===== src/rtl/tx_slot_scheduler.sv =====
// TDMA transmit scheduler: slot alignment, carrier sense, bounded retry with backoff.
// Define BACKOFF_LFSR_EN for pseudo-random backoff; default is binary-exponential backoff.
module tx_slot_scheduler #(
  parameter int unsigned WORD_WIDTH   = 16,
  parameter int unsigned FRAME_SLOTS  = 8,
  parameter int unsigned MAX_RETRY    = 3,
  parameter int unsigned BACKOFF_BASE = 4,
  parameter int unsigned DONE_TIMEOUT = 64
) (
  input  logic                  clk,
  input  logic                  rst,
  input  logic                  slotTick,
  input  logic                  txReq,
  input  logic [2:0]            txType,
  input  logic [WORD_WIDTH-1:0] myTimeslot,
  input  logic                  channel_clear,
  input  logic                  txDone,
  output logic                  txReady,
  output logic                  txStart,
  output logic                  txOk,
  output logic                  txFail,
  output logic [WORD_WIDTH-1:0] curSlot,
  output logic [1:0]            retryCount
);

  localparam int unsigned CNT_W = 16;
  localparam logic [2:0] TYPE_DATA = 3'b101;

  typedef enum logic [2:0] {
    StIdle, StWaitSlot, StSense, StBackoff, StTx, StWaitDone
  } state_e;

  state_e               state_q;
  logic [2:0]           type_q;
  logic [CNT_W-1:0]     cnt_q;
  logic [1:0]           retry_q;
  logic [WORD_WIDTH-1:0] slot_q;
  logic                 start_q, ok_q, fail_q;

  logic [WORD_WIDTH-1:0] slot_next;
  logic [1:0]           retry_inc;
  logic                 abort;
  logic                 attempt_fail;
  logic [CNT_W-1:0]     backoff_len;

`ifdef BACKOFF_LFSR_EN
  logic [7:0] lfsr_q;
  logic       lfsr_fb;
  assign lfsr_fb     = lfsr_q[7] ^ lfsr_q[5] ^ lfsr_q[4] ^ lfsr_q[3];
  assign backoff_len = CNT_W'(BACKOFF_BASE) + CNT_W'(lfsr_q[3:0]);
`else
  // Uses the post-increment retry value: first backoff is BACKOFF_BASE.
  assign backoff_len = CNT_W'(BACKOFF_BASE) << (retry_inc - 2'd1);
`endif

  always_comb begin
    slot_next = slot_q;
    if (slotTick) begin
      slot_next = (slot_q == WORD_WIDTH'(FRAME_SLOTS - 1)) ? '0 : slot_q + 1'b1;
    end
  end

  assign retry_inc    = (retry_q == 2'(MAX_RETRY)) ? retry_q : retry_q + 2'd1;
  assign abort        = (retry_inc == 2'(MAX_RETRY));
  assign attempt_fail = ((state_q == StSense) && !channel_clear) ||
                        ((state_q == StWaitDone) && !txDone &&
                         (cnt_q == CNT_W'(DONE_TIMEOUT - 1)));

  always_ff @(posedge clk or posedge rst) begin
    if (rst) begin
      state_q <= StIdle;
      type_q  <= '0;
      cnt_q   <= '0;
      retry_q <= '0;
      slot_q  <= '0;
      start_q <= 1'b0;
      ok_q    <= 1'b0;
      fail_q  <= 1'b0;
`ifdef BACKOFF_LFSR_EN
      lfsr_q  <= 8'hA5;
`endif
    end else begin
      slot_q  <= slot_next;
      start_q <= 1'b0;
      ok_q    <= 1'b0;
      fail_q  <= 1'b0;
`ifdef BACKOFF_LFSR_EN
      lfsr_q  <= {lfsr_q[6:0], lfsr_fb};
`endif
      case (state_q)
        StIdle: begin
          if (txReq) begin
            type_q  <= txType;
            retry_q <= '0;
            cnt_q   <= '0;
            state_q <= (txType == TYPE_DATA) ? StWaitSlot : StSense;
          end
        end
        StWaitSlot: begin
          if (myTimeslot >= WORD_WIDTH'(FRAME_SLOTS)) begin
            fail_q  <= 1'b1;
            state_q <= StIdle;
          end else if (slotTick && (slot_next == myTimeslot)) begin
            state_q <= StSense;
          end
        end
        StSense: begin
          if (channel_clear) begin
            start_q <= 1'b1;
            state_q <= StTx;
          end
        end
        StBackoff: begin
          if (cnt_q == '0) begin
            state_q <= (type_q == TYPE_DATA) ? StWaitSlot : StSense;
          end else begin
            cnt_q <= cnt_q - 1'b1;
          end
        end
        StTx: begin
          cnt_q   <= '0;
          state_q <= StWaitDone;
        end
        StWaitDone: begin
          if (txDone) begin
            ok_q    <= 1'b1;
            state_q <= StIdle;
          end else begin
            cnt_q <= cnt_q + 1'b1;
          end
        end
        default: state_q <= StIdle;
      endcase

      // Busy channel and radio timeout share the same retry/abort path.
      if (attempt_fail) begin
        retry_q <= retry_inc;
        if (abort) begin
          fail_q  <= 1'b1;
          state_q <= StIdle;
        end else begin
          cnt_q   <= backoff_len - 1'b1;
          state_q <= StBackoff;
        end
      end
    end
  end

  assign txReady    = (state_q == StIdle);
  assign txStart    = start_q;
  assign txOk       = ok_q;
  assign txFail     = fail_q;
  assign curSlot    = slot_q;
  assign retryCount = retry_q;

endmodule


===== config.mk =====
export PLATFORM = sky130hd
export DESIGN_NAME = tx_slot_scheduler
export DESIGN_NICKNAME = d
export VERILOG_FILES = /design/src/rtl/tx_slot_scheduler.sv
export SDC_FILE = /design/constraint.sdc
export NUM_CORES = 1
export LEC_CHECK = 0
export BUFFER_PORTS_ARGS = -buffer_cell sky130_fd_sc_hd__buf_2
export CAP_MARGIN = 0
export CORE_ASPECT_RATIO = 0.5
export CORE_UTILIZATION = 40
export CTS_CLUSTER_DIAMETER = 50
export DETAILED_ROUTE_END_ITERATION = 12
export HOLD_SLACK_MARGIN = 0.12
export PLACE_DENSITY = 0.69
export SYNTH_ARGS = -nofsm -noshare
export SYNTH_HDL_FRONTEND = slang
export SYNTH_SLANG_ARGS = --single-unit

===== constraint.sdc =====
create_clock -name clk -period 3 [get_ports clk]
set_input_delay 0.45 -clock clk [delete_from_list [all_inputs] [get_ports clk]]
set_output_delay 0.45 -clock clk [all_outputs]
set_load 0.02 [all_outputs]

Yosys cells after proc, flatten, opt, wreduce, memory -nomap -nowiden
Cells that the tools add are included.

word-level totals
  bits in registers = 43
  bits in latches = 0
  RAM bits = 0
  ROM bits = 0
  input bits = 25
  output and inout port bits = 22
  logic and storage cells = 78
  memories = 0

operators by class
  $add $sub $neg = 6
  $mul = 0
  divide/modulo/power cells = 0
  order comparisons = 1
  eq/ne operators = 17
  shift-type cells = 1
  muxes and demuxes = 31
  bitwise gates (word level) = 0
  reductions and logical operators = 14

operator list
  kind                                                                    count
  16-bit two-way mux                                                      7
  16-bit one-hot mux with 4 select lines                                  1
  16-bit by 1-bit adder with 16-bit output, second input constant         2
  16-bit by 1-bit subtractor with 16-bit output, second input constant    2
  3-bit two-way mux                                                       7
  3-bit one-hot mux with 6 select lines                                   1
  16-bit == test                                                          1
  16-bit by 3-bit == test with 1-bit output, second input constant        1
  16-bit by 6-bit == test with 1-bit output, second input constant        1
  16-bit by 4-bit >= comparator with 1-bit output, second input constant  1
  16-bit logical NOT                                                      1
  3-bit by 2-bit left shift with 16-bit output, first input constant      1
  2-bit two-way mux                                                       7
  3-bit == test, second input constant                                    4
  3-bit != test, second input constant                                    3
  1-bit two-way mux                                                       8
  3-bit by 2-bit == test with 1-bit output, second input constant         2
  5-bit AND reduction                                                     1
  2-bit == test, second input constant                                    2
  1-bit logical AND                                                       4
  4-bit != test, second input constant                                    1
  2-bit AND reduction                                                     2
  2-bit nonzero test                                                      2
  3-bit by 1-bit == test with 1-bit output, second input constant         1
  6 further kinds                                                         7

Depth between registers and ports, before layout
  word-level depth = 9
  depth in mapped cells = 10
  mapped depth without buffers = 9

Worst setup path after synthesis
OpenSTA, ideal clock, no wires.

  path kind = flip-flop to flip-flop
  start point = register slot_q[0] (netlist: curSlot[0])
  end point = register state_q[1]
  library setup time = 76 ps
  arrival time = 2,650 ps
  required time = 2,924 ps
  setup slack = 273 ps
  cell stages (with the launch flop) = 11
  path buffers = 2
  period minus slack after synthesis = 2,727 ps
  cells stage by stage = dfrtp_1 -> ha_1 -> clkbuf_1 -> nand3_1 -> nor3_2 -> and2_1 -> buf_6 -> mux2i_1 -> or3_1 -> or4_1 -> o21ai_1

between the ends
  longest elaborated chain between the ends = 7
  elaborated cells between the ends (all ways) = 8
  classes of those cells = add/sub: 1; eq/ne: 3; mux: 2; reduce/logical: 2

RTL lines
  what                                                                                                          line  RTL
  start, declared                                                                                               37    logic [WORD_WIDTH-1:0] slot_q;
  start signal, assigned                                                                                        83    slot_q <= slot_next;
  16-bit by 1-bit adder with 16-bit output / 16-bit by 3-bit == test with 1-bit output (equally long branches)  59    slot_next = (slot_q == WORD_WIDTH'(FRAME_SLOTS - 1)) ? '0 : slot_q + 1'b1;
  16-bit two-way mux                                                                                            59
  16-bit two-way mux (*)                                                                                        58    if (slotTick) begin
  16-bit == test (*)                                                                                            103   end else if (slotTick && (slot_next == myTimeslot)) begin
  1-bit logical AND (*)                                                                                         103
  4-bit != test (no line) (*)                                                                                   -
  5-bit AND reduction (no line) (*)                                                                             -
  end signal, assigned                                                                                          102   state_q <= StIdle;
  end signal, assigned                                                                                          104   state_q <= StSense;
  end signal, assigned                                                                                          110   state_q <= StTx;
  end, declared                                                                                                 33    state_e state_q;

Mark *: on every way between the ends. The rest lies on a longest branch, timed or not.
A chain may end at the register's enable or synchronous reset.

Final worst setup path
Same ends and word-level chain as after synthesis.

==> flow_summary.toml <==
[sta]
finalSetupViolations = 0
timing.fmax_ghz = 0.370
fin_skew_ns = 0.00863
worst_pin_slew_ns = 0.911
final-hold-violation-count = 0
min_period_over_period_pct = 90.1
setup_slack_ns = 0.296
maxSlewHeadroom_pct = 39.2
drv_slew = 0
rsz0062_at_grt = "no"
tns_ns = 0
period_needed_ns = 2.70

[power_and_ir_drop]
p_leak_nw = 1.58
ir_worst_vdd_v = 0.000433
p_per_area_nw_per_um2 = 856

[worst_setup_path]
critical_path.endpoint_type = "flop"
startpoint_type = "flop"
cp_top_family = "simple AND/OR/NAND/NOR gates"
arrival_ns = 2.93
crit_buf_inv = 0
cpMaxStageDelayCell = "or4_1"
path_cells = "ha_2 > nand3_1 > nor3_2 > and2_1 > mux2i_1 > or3_1 > or4_1 > o21ai_1"
slowest_delay_ns = 0.50
required_ns = 3.22
crit_type = "reg -> reg"
crit_fanout = 7

[routing]
initialDrtViolationCount = 169
vias_per_cell = 5.87
wl_per_cell_um = 16.1
vias = 3142
ant_nets = 0
wl_um = 8640
drc = 0
firstDrtPassIters = 4

[finish]
area_growth_pct = 16.6
drive_above_1_share_pct = 18.7
nets = 456
antenna_cells = 0

[synthesis]
synth_edf_count = 0
ys.flop_type = "dfrtp_1"
synth_seq_area_share_pct = 34.0
synth_top_area_cell = "dfrtp_1"
yosys.cell_types.count = 60
syn_avg_cell_area_um2 = 8.32
synth_cells = 380
yosys-top-cells-area = "dfrtp_1 (34%), nor2_1 (4.8%), xnor2_1 (4.4%)"
synth_top_area_share_pct = 34.0
synth.cell_area_um2 = 3160
async_reset_ff_share_pct = 100
ys_ff_latch = 43
synth_warnings = 0
synthesis.nets = 410

[global_routing]
antenna_found_initial = 0
grt_first_pass_wirelength_um = 14400
grt_overflow_total = 0
grt_pass1_vias = 2942
grt_max_degree = 44
grt_usage_pct = 22.3

[job]
cap_violations = 0

[cts]
cts_max_level = 2
cts_buffers = 5
ctsHoldBuffers = 0
root_buffer = "clkbuf_16"
cts_max_path_buffers = 2
clock_latency_ns = 0.30
cts_tree = "yes"
cts.clk_slew.worst_paths_ns = 0.07
cts.sinks = 43

[floorplanning]
die-area_um2 = 8280
io_pins = 47
fp.dieH_um = 64.9
num_rows = 22
start_util_pct = 42.2
core_um2 = 7490
die_x_um = 128

[placement]
dp_hpwl_um = 6430
place_ws_ns = 0.248
place_congestion = 0.924
port_buffers = 46

[outcome]
outcome = "completed"

[hold_path]
min_path_type = "in -> async"
## logic make-up after synthesis
family / share of synthesized area, %
compound gates: 18.3
simple gates: 31.3
mux: 2.69
buf+inv: 4.00
fa+ha+maj: 1.98
flops: 34.0
xor+xnor: 7.68
## registers in the layout (all words and copies together) (netlist names)
signal      cells
cnt_q          16
curSlot        16
state_q         3
type_q          3
retryCount      2
txFail          1
txOk            1
txStart         1
## per-stage QoR
step / power [W] / util [%] / area, um2 / cells / hold WS [ns]
after floorplan: 0.00212 / - / 3160 / 380 / 0.470
after CTS: 0.00315 / 49.2 / 3680 / 535 / 0.400
after detailed placement: 0.00256 / 47.1 / 3530 / 527 / 0.500
after global routing: 0.00340 / 49.2 / 3680 / 535 / 0.405
after global placement: 0.00254 / 47.1 / 3530 / 527 / 0.487
final: 0.00315 / 49.2 / 3680 / 535 / 0.349
## path summary, 6_finish.rpt
check / slack (ns) / cells past startpoint / startpoint / to
max: 0.30 / 8 / curSlot[0] / state_q[1]
min: 0.35 / 2 / rst / cnt_q[3]
max reg2reg: 0.30 / 8 / curSlot[0] / state_q[1]
min reg2reg: 0.51 / 1 / type_q[1] / type_q[1]
max in group asynchronous: 2.07 / 2 / rst / cnt_q[10]
min in group clk: 0.41 / 2 / txType[0] / type_q[0]
## metal layers
| metal | vias up | share of wire [%] | track usage [%] |
|---|---|---|---|
| met5 | - | 0 | 0 |
| met4 | 0 | 2.0 | 9.12 |
| met3 | 18 | 6.0 | 4.79 |
| met2 | 113 | 47 | 37.2 |
| li1 | 1517 | - | - |
| met1 | 1494 | 45 | 28.4 |
## cells in the mapped netlist, types with 3 or more instances
cell	n
or3_1	5
mux2i_1	4
and3_1	3
a21oi_1	17
mux2_2	4
nand4_1	10
nor4_1	17
o22ai_1	6
ha_1	5
nand3b_1	3
a211oi_1	5
nor2b_1	3
nand4b_1	3
inv_1	10
nor2_1	40
xor2_1	9
nand3_1	14
nand2b_1	11
or2_2	3
a31oi_1	4
a221oi_1	6
a311oi_1	4
nand2_1	33
dfrtp_1	43
o21ai_0	16
a22oi_1	4
nor3b_1	3
or4_1	4
o2111ai_1	3
xnor2_1	16
nor3_1	20
clkbuf_1	15
## layout make-up
| cell class | instances | area (um2) |
|---|---|---|
| multi-input combinational | 308 | 1960 |
| sequential | 43 | 1080 |
| fill | 765 | 3800 |
| clock inverter | 2 | 16.3 |
| inverter | 10 | 37.5 |
| clock buffer | 6 | 139 |
| timing repair buffer | 58 | 320 |
| tap | 108 | 135 |
## what timing repair did
item | 4_1_cts | 5_1_grt
gates resized for setup | 0 | 1
endpoints found under the setup margin | 0 | 1
buffers inserted | 0 | 0
## where the power goes
| group | switching, W | internal [W] | leakage (nW) |
|---|---|---|---|
| logic | 0.000886 | 0.000639 | 0.936 |
| clock network | 0.000243 | 0.000333 | 0.0731 |
| registers | 0.000300 | 0.000753 | 0.567 |
| total | 0.00143 | 0.00172 | 1.58 |
## cell usage in the layout (no fill, tap or decap), drive strengths merged, types with 14 or more instances in the layout
master,Yosys,final
nand2,33,33
nor2,40,40
nor4,17,17
a21oi,17,17
buf,4,58
o21ai,17,17
nand3,14,14
dfrtp,43,43
xnor2,16,16
nor3,22,22
## worst reg2reg max path, stage by stage, from the launching register on
cell and delay [ns]:
dfrtp_1 0.47, ha_2 0.31, nand3_1 0.19, nor3_2 0.27, and2_1 0.27, mux2i_1 0.12, or3_1 0.37, or4_1 0.50
o21ai_1 0.13
Note: power is estimated with default switching activity, not from simulation.
